### config.mk
export PLATFORM = sky130hd
export DESIGN_NAME = phy_tx_lanes_flat
export DESIGN_NICKNAME = d
export VERILOG_FILES = /design/src/rtl/phy_tx_pkg.sv /design/src/rtl/phy_tx_lanes_if.sv /design/src/rtl/phy_tx_fifo.sv /design/src/rtl/phy_tx_lanes.sv /design/src/flat_wrapper.sv
export SDC_FILE = /design/constraint.sdc
export NUM_CORES = 1
export LEC_CHECK = 0
export CORE_MARGIN = 1
export CORE_UTILIZATION = 50
export DETAILED_ROUTE_END_ITERATION = 6
export GPL_TIMING_DRIVEN = 0
export PLACE_DENSITY_LB_ADDON = 0.08
export SLEW_MARGIN = 20
export SYNTH_ARGS = -nofsm -noshare
export SYNTH_HDL_FRONTEND = slang
export SYNTH_SLANG_ARGS = --single-unit
export TNS_END_PERCENT = 10
### constraint.sdc
create_clock -name clk_div_in -period 8.6 [get_ports clk_div_in]
set_clock_uncertainty 0.1 [all_clocks]
set_input_delay 1.29 -clock clk_div_in [delete_from_list [all_inputs] [get_ports clk_div_in]]
set_output_delay 1.29 -clock clk_div_in [all_outputs]
set_load 0.02 [all_outputs]
### src/rtl/phy_tx_pkg.sv
// Shared types and helpers for the multi-lane OSERDES transmit controller.
package phy_tx_pkg;

  localparam int REV_MAX_W = 64;

  typedef enum logic [1:0] {
    ST_HOLD   = 2'd0,
    ST_IDLE   = 2'd1,
    ST_TRAIN  = 2'd2,
    ST_STREAM = 2'd3
  } state_t;

  // Mirrors the low 'width' bits of v; bits above 'width' come back as zero.
  function automatic logic [REV_MAX_W-1:0] bit_reverse(input logic [REV_MAX_W-1:0] v,
                                                       input int width);
    bit_reverse = '0;
    for (int i = 0; i < width; i++)
      bit_reverse[i] = v[width-1-i];
  endfunction

endpackage

### src/rtl/phy_tx_lanes_if.sv
// Valid/ready word stream with packet framing into the transmit controller.
interface phy_tx_lanes_if #(
  parameter int LANES      = 4,
  parameter int DATA_WIDTH = 8
);
  logic [LANES*DATA_WIDTH-1:0] s_data;
  logic                        s_valid;
  logic                        s_last;
  logic                        s_ready;

  modport master (output s_data, output s_valid, output s_last, input  s_ready);
  modport slave  (input  s_data, input  s_valid, input  s_last, output s_ready);
endinterface

### src/rtl/phy_tx_fifo.sv
// Synchronous show-ahead FIFO: dout always presents the head word while not empty.
module phy_tx_fifo #(
  parameter int WIDTH = 33,
  parameter int DEPTH = 16
) (
  input  logic                       clk_div_in,
  input  logic                       reset_n,
  input  logic                       push,
  input  logic                       pop,
  input  logic [WIDTH-1:0]           din,
  output logic [WIDTH-1:0]           dout,
  output logic                       full,
  output logic                       empty,
  output logic [$clog2(DEPTH):0]     level
);
  localparam int AW = $clog2(DEPTH);

  logic [WIDTH-1:0] mem [DEPTH];
  logic [AW-1:0]    wr_ptr;
  logic [AW-1:0]    rd_ptr;
  logic             do_push;
  logic             do_pop;

  assign full    = (level == (AW+1)'(DEPTH));
  assign empty   = (level == '0);
  // A full FIFO refuses the write even when a pop frees a slot on the same edge.
  assign do_push = push && !full;
  assign do_pop  = pop && !empty;
  assign dout    = mem[rd_ptr];

  always_ff @(posedge clk_div_in) begin
    if (!reset_n) begin
      wr_ptr <= '0;
      rd_ptr <= '0;
      level  <= '0;
    end else begin
      if (do_push) wr_ptr <= wr_ptr + 1'b1;
      if (do_pop)  rd_ptr <= rd_ptr + 1'b1;
      case ({do_push, do_pop})
        2'b10:   level <= level + 1'b1;
        2'b01:   level <= level - 1'b1;
        default: level <= level;
      endcase
    end
  end

  // NOTE: storage has no reset; emptiness is tracked by the pointers and level alone.
  always_ff @(posedge clk_div_in) begin
    if (do_push) mem[wr_ptr] <= din;
  end

endmodule

### src/rtl/phy_tx_lanes.sv
// Fabric-side transmit controller driving a bank of OSERDES lanes: serializer
// reset hold, link-training bursts, and buffered packet streaming.
module phy_tx_lanes #(
  parameter int                    LANES       = 4,
  parameter int                    DATA_WIDTH  = 8,
  parameter int                    FIFO_DEPTH  = 16,
  parameter logic [DATA_WIDTH-1:0] IDLE_WORD   = 8'h00,
  parameter logic [DATA_WIDTH-1:0] TRAIN_WORD  = 8'hA5,
  parameter int                    RST_CYCLES  = 4,
  parameter bit                    BIT_REVERSE = 1'b0
) (
  input  logic                            clk_div_in,
  input  logic                            reset_n,
  phy_tx_lanes_if.slave                   s,
  input  logic                            train_req,
  input  logic [15:0]                     train_len,
  output logic                            train_done,
  output logic                            oserdes_rst,
  output logic [LANES*DATA_WIDTH-1:0]     data_to_oserdes,
  output logic                            underflow,
  output logic [$clog2(FIFO_DEPTH):0]     fifo_level
);
  import phy_tx_pkg::*;

  localparam int W      = LANES * DATA_WIDTH;
  localparam int HOLD_W = (RST_CYCLES > 2) ? $clog2(RST_CYCLES) : 1;
  localparam logic [HOLD_W-1:0] HOLD_LAST = HOLD_W'((RST_CYCLES > 1) ? RST_CYCLES - 1 : 0);

  state_t            state;
  logic [HOLD_W-1:0] hold_cnt;
  logic [15:0]       train_cnt;
  logic              fifo_pop;
  logic              fifo_full;
  logic              fifo_empty;
  logic [W:0]        fifo_dout;
  logic              head_last;
  logic [W-1:0]      head_data;

  // Applies the optional per-lane bit mirror to anything headed for the serializers.
  function automatic logic [W-1:0] out_map(input logic [W-1:0] word);
    logic [REV_MAX_W-1:0] r;
    out_map = word;
    if (BIT_REVERSE) begin
      for (int k = 0; k < LANES; k++) begin
        r = bit_reverse(REV_MAX_W'(word[k*DATA_WIDTH +: DATA_WIDTH]), DATA_WIDTH);
        out_map[k*DATA_WIDTH +: DATA_WIDTH] = r[DATA_WIDTH-1:0];
      end
    end
  endfunction

  assign {head_last, head_data} = fifo_dout;
  assign s.s_ready = (state != ST_HOLD) && !fifo_full;

  phy_tx_fifo #(
    .WIDTH (W + 1),
    .DEPTH (FIFO_DEPTH)
  ) u_fifo (
    .clk_div_in (clk_div_in),
    .reset_n    (reset_n),
    .push       (s.s_valid && s.s_ready),
    .pop        (fifo_pop),
    .din        ({s.s_last, s.s_data}),
    .dout       (fifo_dout),
    .full       (fifo_full),
    .empty      (fifo_empty),
    .level      (fifo_level)
  );

  // NOTE: the default first keeps this purely combinational; a missing branch would infer a latch.
  always_comb begin
    fifo_pop = 1'b0;
    if (!fifo_empty) begin
      if (state == ST_STREAM)                   fifo_pop = 1'b1;
      else if (state == ST_IDLE && !train_req)  fifo_pop = 1'b1;
    end
  end

  // State tracks what the output register shows; each edge loads the word for the state being entered.
  // NOTE: non-blocking assignments so every register samples pre-edge values.
  always_ff @(posedge clk_div_in) begin
    if (!reset_n) begin
      state           <= ST_HOLD;
      hold_cnt        <= '0;
      train_cnt       <= '0;
      train_done      <= 1'b0;
      oserdes_rst     <= 1'b1;
      underflow       <= 1'b0;
      data_to_oserdes <= out_map({LANES{IDLE_WORD}});
    end else begin
      train_done <= 1'b0;
      case (state)
        ST_HOLD: begin
          if (hold_cnt == HOLD_LAST) begin
            state       <= ST_IDLE;
            oserdes_rst <= 1'b0;
          end else begin
            hold_cnt <= hold_cnt + 1'b1;
          end
        end
        ST_IDLE: begin
          data_to_oserdes <= out_map({LANES{IDLE_WORD}});
          if (train_req) begin
            state           <= ST_TRAIN;
            data_to_oserdes <= out_map({LANES{TRAIN_WORD}});
            train_cnt       <= (train_len == 16'd0) ? 16'd1 : train_len;
            train_done      <= (train_len <= 16'd1);
          end else if (!fifo_empty) begin
            state           <= head_last ? ST_IDLE : ST_STREAM;
            data_to_oserdes <= out_map(head_data);
          end
        end
        ST_TRAIN: begin
          if (train_cnt == 16'd1) begin
            state           <= ST_IDLE;
            data_to_oserdes <= out_map({LANES{IDLE_WORD}});
          end else begin
            train_cnt       <= train_cnt - 1'b1;
            train_done      <= (train_cnt == 16'd2);
            data_to_oserdes <= out_map({LANES{TRAIN_WORD}});
          end
        end
        ST_STREAM: begin
          if (!fifo_empty) begin
            data_to_oserdes <= out_map(head_data);
            if (head_last) state <= ST_IDLE;
          end else begin
            data_to_oserdes <= out_map({LANES{IDLE_WORD}});
            underflow       <= 1'b1;
          end
        end
        default: state <= ST_HOLD;
      endcase
    end
  end

endmodule

### src/flat_wrapper.sv
// flat-port wrapper written by rule: the top's interface ports become plain ports
module phy_tx_lanes_flat import phy_tx_pkg::*;
#(
  parameter int                    LANES       = 4,
  parameter int                    DATA_WIDTH  = 8,
  parameter int                    FIFO_DEPTH  = 16,
  parameter logic [DATA_WIDTH-1:0] IDLE_WORD   = 8'h00,
  parameter logic [DATA_WIDTH-1:0] TRAIN_WORD  = 8'hA5,
  parameter int                    RST_CYCLES  = 4,
  parameter bit                    BIT_REVERSE = 1'b0
)
  (clk_div_in, reset_n, train_req, train_len, train_done, oserdes_rst, data_to_oserdes, underflow, fifo_level, s_s_data, s_s_valid, s_s_last, s_s_ready);
  phy_tx_lanes_if #(.LANES(LANES), .DATA_WIDTH(DATA_WIDTH)) s_i ();
  input  logic clk_div_in;
  input  logic reset_n;
  input  logic train_req;
  input  logic [15:0] train_len;
  output logic train_done;
  output logic oserdes_rst;
  output logic [LANES*DATA_WIDTH-1:0] data_to_oserdes;
  output logic underflow;
  output logic [$clog2(FIFO_DEPTH):0] fifo_level;
  input wire logic [$bits(s_i.s_data)-1:0] s_s_data;
  input wire logic [$bits(s_i.s_valid)-1:0] s_s_valid;
  input wire logic [$bits(s_i.s_last)-1:0] s_s_last;
  output wire logic [$bits(s_i.s_ready)-1:0] s_s_ready;
  assign s_i.s_data = s_s_data;
  assign s_i.s_valid = s_s_valid;
  assign s_i.s_last = s_s_last;
  assign s_s_ready = s_i.s_ready;
  phy_tx_lanes #(.LANES(LANES), .DATA_WIDTH(DATA_WIDTH), .FIFO_DEPTH(FIFO_DEPTH), .IDLE_WORD(IDLE_WORD), .TRAIN_WORD(TRAIN_WORD), .RST_CYCLES(RST_CYCLES), .BIT_REVERSE(BIT_REVERSE)) u_core (.clk_div_in(clk_div_in), .reset_n(reset_n), .s(s_i), .train_req(train_req), .train_len(train_len), .train_done(train_done), .oserdes_rst(oserdes_rst), .data_to_oserdes(data_to_oserdes), .underflow(underflow), .fifo_level(fifo_level));
endmodule
==> results of run 1 <==
[power by group through the flow]
stage                     logic [mW]  registers (mW)  clock network (mW)
after floorplan                0.512            3.44                   0
after global placement         0.875            3.41                   0
after detailed placement       0.903            3.41                   0
after CTS                      0.908            3.35                2.77
after global routing           0.984            3.36                2.90
final                          0.909            3.35                2.73
[worst max-delay path by stage]
stage          slack, ns  cells after the start      start                                   to
5_1_grt             4.31                     13  s_s_valid  u_core.u_fifo.level[4]$_SDFFE_PN0P_
2_1_floorplan       2.88                      4  s_s_valid    u_core.u_fifo.mem[0][0]$_DFFE_PP_
4_1_cts             4.58                     13  s_s_valid  u_core.u_fifo.level[4]$_SDFFE_PN0P_
3_3_place_gp       -2.38                      5  s_s_valid    u_core.u_fifo.mem[2][7]$_DFFE_PP_
3_5_place_dp        3.98                     13  s_s_valid  u_core.u_fifo.level[4]$_SDFFE_PN0P_
6_report            4.57                     13  s_s_valid  u_core.u_fifo.level[4]$_SDFFE_PN0P_
[routing by layer]
layer	vias up	GRT usage (%)
met5	-	0
met4	4	6.41
met3	61	4.13
met2	441	37.9
met1	6473	34.3
li1	5269	-
[final cells by class]
cell class	instances	share of cell area [%]
diodes	1	0.00904
clock buffers	89	6.42
flip-flops and latches	600	62.5
well taps	600	2.71
repair buffers	134	4.85
plain buffers	61	1.17
clock inverters	33	1.11
multi-input cells	488	20.7
inverters	37	0.502
[stage by stage]
stage	cells	TNS [ns]	total power [mW]
finish	2043	0	6.98
global route	2043	0	7.24
detailed placement	1920	0	4.31
global placement	1879	-303.41	4.29
CTS	2042	0	7.03
floorplan	1186	0	3.95
[sequential cells by signal (all words and copies together) (netlist names), named ones only]
register and count:
u_core.oserdes_rst 1, u_core.data_to_oserdes 32, u_core.u_fifo.level 5, u_core.state 2, u_core.u_fifo.wr_ptr 4, u_core.u_fifo.rd_ptr 4
u_core.train_cnt 16, u_core.train_done 1, u_core.u_fifo.mem 528, u_core.underflow 1, u_core.hold_cnt 2
[worst register-to-register path: stages (launching register included)]
cell and delay [ns]:
dfxtp_1 0.37, inv_1 0.10, ha_1 0.26, a211oi_2 0.53, inv_1 0.33, ha_1 0.28, clkbuf_1 0.20, xor2_1 0.19
ha_1 0.19, a21o_1 0.19, o211ai_1 0.20, a31oi_1 0.08, or3_1 0.32, a21oi_1 0.13
[logic make-up after synthesis]
logic type      synth area share [%]
fa+ha+maj                      0.908
mux                             16.1
buf+inv                         1.98
simple gates                    3.67
flops                           73.8
xor+xnor                       0.411
compound gates                  3.11
[placed cells by master, fill, tap and decap left out, types with 5 or more instances in the layout]
cell type        synthesis  routed
ha_1                    17      17
a21oi_1                 26      26
and2_4                   0       8
buf_6                    8       8
xor2_1                   6       6
nor3_1                  11      11
nor4_2                   2       6
clkbuf_16                0      66
clkinv_1                 2       8
buf_2                   21      39
mux4_2                 161     161
mux2i_1                 11      11
xnor2_1                  5       5
buf_16                   0       5
dfxtp_1                 72      72
nor4_1                  11       7
o21ai_0                 33      33
inv_6                    0       7
buf_1                    6       6
clkdlybuf4s50_1          0      93
nor2_1                  50      46
inv_1                   35      35
or4_1                    6       6
nand2_1                 45      45
clkinv_2                 0      11
buf_4                    2      16
edfxtp_1               528     528
nor2b_1                  5       5
nand3_1                  5       5
o22ai_1                 17      17
clkbuf_1                23      42
==> results.md, run 1 <==
- Status: finished clean
- Worst EP required: 9.02 ns
- CP max stage delay: 0.55 ns
- Post-synthesis register bit count: 600
- Reg-to-Reg Start: u_core.state[0]$_SDFFE_PN0P_
- Sequential share of the synthesized area: roughly 74%
- Startpoint type of the worst setup path: input pin
- DIE AREA: 47700 um^2
- CTS Buf Count: 66
- Cells after synthesis: 1186
- Post-CTS resize count: 0
- WL met2: ~27000 um
- Vias/cell: 6.00
- Overall routing resource usage: 23.8%
- Die Height: 218 um
- Clk pwr share: 39.0%
- Antenna Violating Nets Remaining: 0
- RSZ-0062 raised after global routing: no
- PwrDens: between 200 and 300 nW/um^2
- Reg-to-Reg End: u_core.u_fifo.level[4]$_SDFFE_PN0P_
- Synth top area share: 67.7%
- Share of layout cells above drive strength 1: 25.0%
- NetSw: 1.74 mW
- Core Area: 45800 um^2
- Top sig layer: met5
- Post-DP Area: 25600 um^2
- Power share of the sequential group: 47.9%
- CP max-delay cell: a211oi_2
- Maximum clock rate: 248 MHz
- Setup Buffers After CTS: 0
- FFs w/ async S/R, synth: 0%
- Most common cell in the synthesized netlist: edfxtp_1
- Final setup margin: about 4.6 ns
- Min cycle time layout: slightly above 4 ns
- Peak supply drop: 199 uV
- Worst path top cell family by delay: compound AO/OA/AOI/OAI gates
- Max Cap Viol: 0
- CP Buf/Inv Count: 4
- Worst hold start: u_core.oserdes_rst$_SDFFE_PN1P_
- Synthesized area: 23400 um^2
- Area leader, netlist: edfxtp_1
- Switch share: 25.0%
- Filler cell count: 3307
- Vias post-DR: 12248
- DRT Wirelength: around 54000 um
- Place WS: 3.98 ns
- CTS H-tree depth: 3
- Clk Latency, worst-skew pair: 0.59 ns
- Final Core Density: 60.5%
- Yosys warns: 0
- DRC: 0
- Top post-synthesis cells by area: edfxtp_1 (68%), mux4_2 (15%), dfxtp_1 (6.2%)
- Register area: 17300 um^2
- Slew margin rel.: 27.7%
- Vias in the first global route: 12452
- Final Hold Fails: 0
- Slew Limit Fails: 0
- R2r setup slk: 5.07 ns
- Number of flops mapped to enable cells by yosys: 528
- Buffers added on ports: 93
- CTS clock-pin slew for the worst setup and hold paths: ~0.060 ns
- Ys flop type: edfxtp_1
- Pint: 5.24 mW
- Mapped Avg Cell Area: 19.8 um^2
- Post-Syn Nets: roughly 1300
- Layout Nets: 1458
- GP Congestion: 0.872
- I/O pins: 94
- Root Driver: clkbuf_16
- Met3 Wirelength: around 3400 um
- Area Growth Syn to Fin: 18.2%
- # hold bufs at CTS: 0
- Gate power share: a little over an eighth
- Min-Delay Path Depth: 2
- Library cells used by synthesis: 59
- Area of the multi-input gates: 5740 um^2
- Row cnt: around 80
- Final setup fails: 0
- DR pass1 iterations: 6
- Initial DRC count: 1355
- First-pass GRT wire length: 81000 um
- CTS tree: built
- Largest net degree at the start of global routing: 34
- Max Root-Sink Buffers: 3
- Max FO, Critical Path: 9
- Final period util: between 40% and 50%
- Worst EP arrival: 4.45 ns
- Fin area: about 28000 um^2
- CP Capture Type: register
- Cell count of the worst reg-to-reg path: 13
- Worst-Margin Slew: 1.08 ns
- Hold slack: 0.337 ns
- Initial Util: 51.2%
- CTS Sinks: 600
- Initial antenna violation count: 3
- Synth cell count leaders: edfxtp_1 (528), mux4_2 (161), dfxtp_1 (72)
- Leakage: 8.81 nW
- Worst hold path class: register to register
- Worst path cell trace: clkdlybuf4s50_1, inv_1, a211oi_2, inv_1, ha_1, clkbuf_1, xor2_1, ha_1, a21o_1, o211ai_1, a31oi_1, or3_1, a21oi_1
- Dpl hpwl: 33300 um
- Critical path class: input pin to register
- Die W: around 220 um
- Metal1 wirelength: 23600 um
- Hold endpoint: u_core.oserdes_rst$_SDFFE_PN1P_
- Wirelength per Cell: 26.6 um
- Total grt overflow: 0
Note: power is estimated with default switching activity, not from simulation.
==> run 2: changes to the inputs <==
Clock period 8.6 ns to 3.9 ns, I/O delays scaled along.
==> results.md, run 2 (same netlist as run 1, synthesis figures left out) <==
- Status: finished clean
- PwrDens: 555 nW/um^2 (+120%)
- Startpoint type of the worst setup path: register
- Max Cap Viol: 0 (unchanged)
- Initial antenna violation count: 3 (unchanged)
- Max FFs per register: 528 (unchanged)
- GP Congestion: 0.872 (unchanged)
- Share of layout cells above drive strength 1: 25.0% (unchanged)
- Most flops, register: u_core.u_fifo.mem
- Wirelength per Cell: 26.6 um (about the same)
- Crit-path most repeated cell: ha_1
- # hold bufs at CTS: 0 (unchanged)
- RSZ-0062 raised after global routing: no
- Maximum clock rate: approximately 280 MHz
- Dpl hpwl: 33300 um (unchanged)
- Slew margin rel.: 27.1% (-0.66 points)
- Final period util: approximately 90%
- Final Core Density: 60.5% (unchanged)
- Root Driver: clkbuf_16
- Critical path class: register to register
- Buffers added on ports: 93 (unchanged)
- Initial DRC count: 1380 (+1.8%)
- Vias post-DR: 12235 (-0.11%)
- CTS clock-pin slew for the worst setup and hold paths: 0.06 ns (about the same)
- CTS Sinks: 600 (unchanged)
- DRT Wirelength: 54300 um (about the same)
- CP max-delay cell: a211oi_2
- Final setup fails: 0 (unchanged)
- Worst EP required: 4.31 ns (-4.71 ns)
- Worst-Margin Slew: 1.09 ns (+0.00997 ns)
- Antenna Violating Nets Remaining: 0 (unchanged)
- Clk Latency, worst-skew pair: 0.59 ns (about the same)
- Area Growth Syn to Fin: 18.2% (unchanged)
- Layout Nets: 1458 (unchanged)
- Setup TNS: 0 ns (unchanged)
- Worst EP arrival: 3.94 ns (-0.51 ns)
- Largest net degree at the start of global routing: 34 (unchanged)
- Min cycle time layout: 3.53 ns
- CTS H-tree depth: 3 (unchanged)
- Post-CTS resize count: 0 (unchanged)
- Worst path cell trace: inv_1, ha_1, a211oi_2, inv_1, ha_1, clkbuf_1, xor2_1, ha_1, a21o_1, o211ai_1, a31oi_1, or3_1, a21oi_1
- CTS tree: built
- DIE AREA: 47700 um^2 (unchanged)
- Vias/cell: 5.99 (-0.11%)
- Leakage: 8.81 nW (unchanged)
- Filler cell count: 3307 (unchanged)
- CP max stage delay: 0.53 ns (-0.02 ns)
- Die Height: 218 um (unchanged)
- CTS Buf Count: 66 (unchanged)
- Total grt overflow: 0 (unchanged)
- Overall routing resource usage: 23.8% (about the same)
- Row cnt: 78 (unchanged)
- Slew Limit Fails: 0 (unchanged)
- Vias in the first global route: 12448 (-0.032%)
- Biggest regs: u_core.u_fifo.mem x528, u_core.data_to_oserdes x32, u_core.train_cnt x16
- Final Hold Fails: 0 (unchanged)
- Peak supply drop: 440 uV (+120%)
- Setup Buffers After CTS: 0 (unchanged)
- I/O pins: 94 (unchanged)
- Worst hold path class: register to register
- Most common cell after layout, fill and taps aside: edfxtp_1
- Max FO, Critical Path: 9 (unchanged)
- First-pass GRT wire length: 81000 um (about the same)
- Most frequent cells in the layout: edfxtp_1 (528), mux4_2 (161), clkdlybuf4s50_1 (93)
- DR pass1 iterations: 6 (unchanged)
- CP Capture Type: register
- Max Root-Sink Buffers: 3 (unchanged)
- Core Area: 45800 um^2 (unchanged)
- Initial Util: 51.2% (unchanged)
- Die W: 218 um (unchanged)
- DRC: 0 (unchanged)
==> run 2: cell counts in the layout (fill, tap and decap cells not counted) <==
Identical to the previous run, type by type.
==> run 2: through the flow <==
stage | power [mW] | cell area [um^2] | hold slack, ns | worst slack, ns | instances
6_report | 15.4 | 27700 | 0.337 | 0.373 | 2043
5_1_grt | 16.0 | 27700 | 0.374 | 0.0396 | 2043
4_1_cts | 15.5 | 27700 | 0.342 | 0.351 | 2042
3_5_place_dp | 9.50 | 25600 | 0.332 | -0.0186 | 1920
3_3_place_gp | 9.46 | 25100 | 0.334 | -6.38 | 1879
2_1_floorplan | 8.72 | 23400 | 0.365 | -1.25 | 1186
==> run 2: path summary, 6_finish.rpt <==
path / from / endpoint / cells past startpoint / slack (ns)
worst max-delay path: u_core.state[0]$_SDFFE_PN0P_ / u_core.u_fifo.level[4]$_SDFFE_PN0P_ / 13 / 0.37
worst max register to register: u_core.state[0]$_SDFFE_PN0P_ / u_core.u_fifo.level[4]$_SDFFE_PN0P_ / 13 / 0.37
worst min register to register: u_core.oserdes_rst$_SDFFE_PN1P_ / u_core.oserdes_rst$_SDFFE_PN1P_ / 2 / 0.34
worst min-delay path: u_core.oserdes_rst$_SDFFE_PN1P_ / u_core.oserdes_rst$_SDFFE_PN1P_ / 2 / 0.34
==> run 2: worst max-delay path, delay by kind of cell, from the launching register on <==
family,cells,cell delay [ns]
flip-flops,1,0.37
buffers and inverters,3,0.62
AO/OA/AOI/OAI,5,1.13
adder cells (fa/ha/maj),3,0.73
AND/OR/NAND/NOR,1,0.32
XOR/XNOR,1,0.19
==> run 2: per-layer routing <==
layer  GRT usage (%)  up-vias  wire length, um
met5               0        -               25
li1                -     5269                -
met2            37.9      468            26600
met1            34.2     6431            23400
met3            4.13       63             3510
met4            6.41        4              819
==> run 2: final cells by class <==
type                    instances  area [um^2]  area share, %
repair buffers                134         1340           4.85
diodes                          1         2.50        0.00904
clock buffers                  89         1780           6.42
multi-input cells             488         5740           20.7
inverters                      37          139          0.502
clock inverters                33          308           1.11
flip-flops and latches        600        17300           62.5
well taps                     600          751           2.71
plain buffers                  61          324           1.17
==> run 2: report_power, final <==
part	switching, mW	leakage (nW)	internal [mW]
logic	1.18	2.46	0.823
clock network	2.50	1.02	3.50
registers	0.152	5.33	7.23
==> run 3: changes to the inputs <==
Settings changed: SYNTH_HIERARCHICAL from default to 1.
==> results.md, run 3 <==
- Vias post-DR: 12455 (+1.8%)
- I/O pins: 94 (unchanged)
- Post-Syn Nets: 1279 (+1.8%)
- CTS tree: built
- Max FFs per register: 528 (unchanged)
- Total grt overflow: 0 (unchanged)
- Largest net degree at the start of global routing: 18 (-47%)
- Worst EP arrival: 4.06 ns (+0.12 ns)
- Row cnt: 79 (+1.3%)
- Root Driver: clkbuf_16
- Most common cell in the synthesized netlist: edfxtp_1
- Layout Nets: 1475 (+1.2%)
- Antenna Violating Nets Remaining: 0 (unchanged)
- Maximum clock rate: 277 MHz (-2.3%)
- Number of flops mapped to enable cells by yosys: 528 (unchanged)
- Ys flop type: edfxtp_1
- Synth cell count leaders: edfxtp_1 (528), mux4_2 (165), dfxtp_1 (72)
- Crit. Startpoint: u_core/u_fifo/level[2]$_SDFFE_PN0P_
- Vias in the first global route: 12421 (-0.22%)
- Area leader, netlist: edfxtp_1
- RSZ-0062 raised after global routing: no
- Worst hold start: u_core/oserdes_rst$_SDFFE_PN1P_
- Total power: 14.7 mW (-4.5%)
- DR pass1 iterations: 5 (-1)
- Most frequent cells in the layout: edfxtp_1 (528), mux4_2 (165), clkdlybuf4s50_1 (93)
- Register area: 17300 um^2 (unchanged)
- Sequential share of the synthesized area: 73.4% (-0.47 points)
- CTS H-tree depth: 2 (-1)
- CTS Sinks: 600 (unchanged)
- Place WS: -0.340 ns (-0.321 ns)
- Leakage: 8.79 nW (-0.25%)
- Yosys warns: 6 (+6)
- FFs w/ async S/R, synth: 0% (unchanged)
- Initial antenna violation count: 7 (+4)
- Worst EP required: 4.35 ns (+0.04 ns)
- Most common cell after layout, fill and taps aside: edfxtp_1
- Worst-Margin Slew: 1.14 ns (+0.0439 ns)
- CP Capture Type: register
- First-pass GRT wire length: 82600 um (+1.9%)
- Final period util: 92.6% (+2.1 points)
- Slew margin rel.: 24.2% (-2.9 points)
- Final Hold Fails: 0 (unchanged)
- Final setup fails: 0 (unchanged)
- DRC: 0 (unchanged)
- Antenna diodes: 0 (-1)
- Hold slack: 0.343 ns (+0.00676 ns)
- Share of layout cells above drive strength 1: 24.0% (-0.98 points)
- Cells after synthesis: 1209 (+1.9%)
- Top post-synthesis cells by area: edfxtp_1 (67%), mux4_2 (16%), dfxtp_1 (6.1%)
- DRT Wirelength: 57000 um (+5.0%)
- PwrDens: 523 nW/um^2 (-5.8%)
- Post-DP Area: 26200 um^2 (+2.2%)
- Final setup margin: 0.290 ns (-0.0831 ns)
- Die Height: 219 um (+0.32%)
- Initial DRC count: 1381 (+0.072%)
- Startpoint type of the worst setup path: register
- Post-synthesis register bit count: 600 (unchanged)
- Most flops, register: u_core/u_fifo/mem
- Reg-to-Reg Start: u_core/u_fifo/level[2]$_SDFFE_PN0P_
- GP Congestion: 0.870 (-0.25%)
- Clk Latency, worst-skew pair: 0.62 ns (+0.03 ns)
- Peak supply drop: 332 uV (-24%)
- Critical path class: register to register
- Initial Util: 50.6% (-0.54 points)
- Biggest regs: u_core/u_fifo/mem x528, u_core/data_to_oserdes x32, u_core/train_cnt x16
- Worst hold path class: register to register
- Buffers added on ports: 93 (unchanged)
- Area of the multi-input gates: 5980 um^2 (+4.1%)
- Synthesized area: 23600 um^2 (+0.64%)
- Mapped Avg Cell Area: 19.5 um^2 (-1.3%)
- Vias/cell: 6.04 (+0.86%)
- Status: finished clean
- Dpl hpwl: 37100 um (+11%)
- Min cycle time layout: 3.61 ns (+0.0831 ns)
- Setup Buffers After CTS: 0 (unchanged)
- Filler cell count: 3407 (+3.0%)
- Core Area: 46600 um^2 (+1.7%)
- CTS clock-pin slew for the worst setup and hold paths: 0.06 ns (about the same)
- # hold bufs at CTS: 0 (unchanged)
- Final Core Density: 60.3% (-0.19 points)
- Die W: 219 um (+0.32%)
- Library cells used by synthesis: 58 (-1.7%)
- Wirelength per Cell: 27.7 um (+4.0%)
- Max Root-Sink Buffers: 3 (unchanged)
- Fin area: 28100 um^2 (+1.4%)
- Max Cap Viol: 0 (unchanged)
- Area Growth Syn to Fin: 19.1%
- CTS Buf Count: 61 (-7.6%)
- Overall routing resource usage: 24.4% (+0.58 points)
- Synth top area share: 67.2% (-0.43 points)
- Slew Limit Fails: 0 (unchanged)
- Max FO, Critical Path: 12 (+3)
- DIE AREA: 48000 um^2 (+0.63%)
[run 3: cell count changes after synthesis, moves of 10 or more]
cell,previous run,this run
o21ai_0,33,45
clkbuf_1,23,40
o22ai_1,17,7
inv_1,35,22
nor2b_1,5,26
nand2_1,45,34
a21oi_1,26,39
a22oi_1,4,18
[run 3: routing by layer]
metal	vias up	track usage, %	wire length [um]
met4	4	6.90	1300
met2	407	39.8	27800
li1	5347	-	-
met1	6601	34.4	24600
met5	-	0	25
met3	96	3.70	3260
[run 3: worst max-delay path, cell delays in order (launching register included)]
cell      delay [ns]
dfxtp_1         0.31
buf_2           0.16
or4_1           0.40
buf_2           0.18
nor2_2          0.16
clkbuf_4        0.22
clkbuf_2        0.22
nor2_1          0.15
o21ai_2         0.15
inv_1           0.08
ha_2            0.26
xor2_1          0.17
ha_1            0.22
o21a_1          0.21
or4_1           0.40
a21oi_1         0.15
[run 3: final cells by class]
class / count / share of cell area (%)
clock inverters: 39 / 1.01
repair buffers: 135 / 6.06
inverters: 23 / 0.308
clock buffers: 74 / 5.75
well taps: 607 / 2.71
flip-flops and latches: 600 / 61.6
multi-input cells: 516 / 21.3
plain buffers: 68 / 1.24
[run 3: where the power goes]
part / leakage [nW] / internal [mW] / switching, mW / total [mW]
combinational: 2.53 / 0.708 / 1.07 / 1.78
clock: 0.931 / 3.18 / 2.38 / 5.56
sequential: 5.33 / 7.21 / 0.133 / 7.34
total: 8.79 / 11.1 / 3.59 / 14.7
[run 3: through the flow]
stage | std cells | TNS (ns)
5_1_grt | 2062 | 0
6_report | 2062 | 0
3_5_place_dp | 1951 | -0.561
3_3_place_gp | 1909 | -1079.60
2_1_floorplan | 1209 | -68.67
4_1_cts | 2064 | 0
[run 3: path summary, 6_finish.rpt]
path                                                            end  slack (ns)  cells past startpoint
worst min-delay path                u_core/oserdes_rst$_SDFFE_PN1P_        0.34                      2
worst max register to register  u_core/u_fifo/level[2]$_SDFFE_PN0P_        0.29                     15
worst min register to register      u_core/oserdes_rst$_SDFFE_PN1P_        0.34                      2
worst max-delay path            u_core/u_fifo/level[2]$_SDFFE_PN0P_        0.29                     15
[run 3: cell families after synthesis]
family / after synthesis / synth area share (%)
and+or+nand+nor: 172 / 3.67
muxes: 171 / 16.0
buffers and inverters: 93 / 1.84
xor gates and xnor gates: 8 / 0.297
DFF: 600 / 73.4
adders and majority gates: 17 / 0.902
AOI/OAI and AO/OA: 148 / 3.92
[run 3: timing repair]
action / CTS / global route
resized for setup: 4 / 1
cloned: 0 / 0
endpoints found under the setup margin: 2 / 2
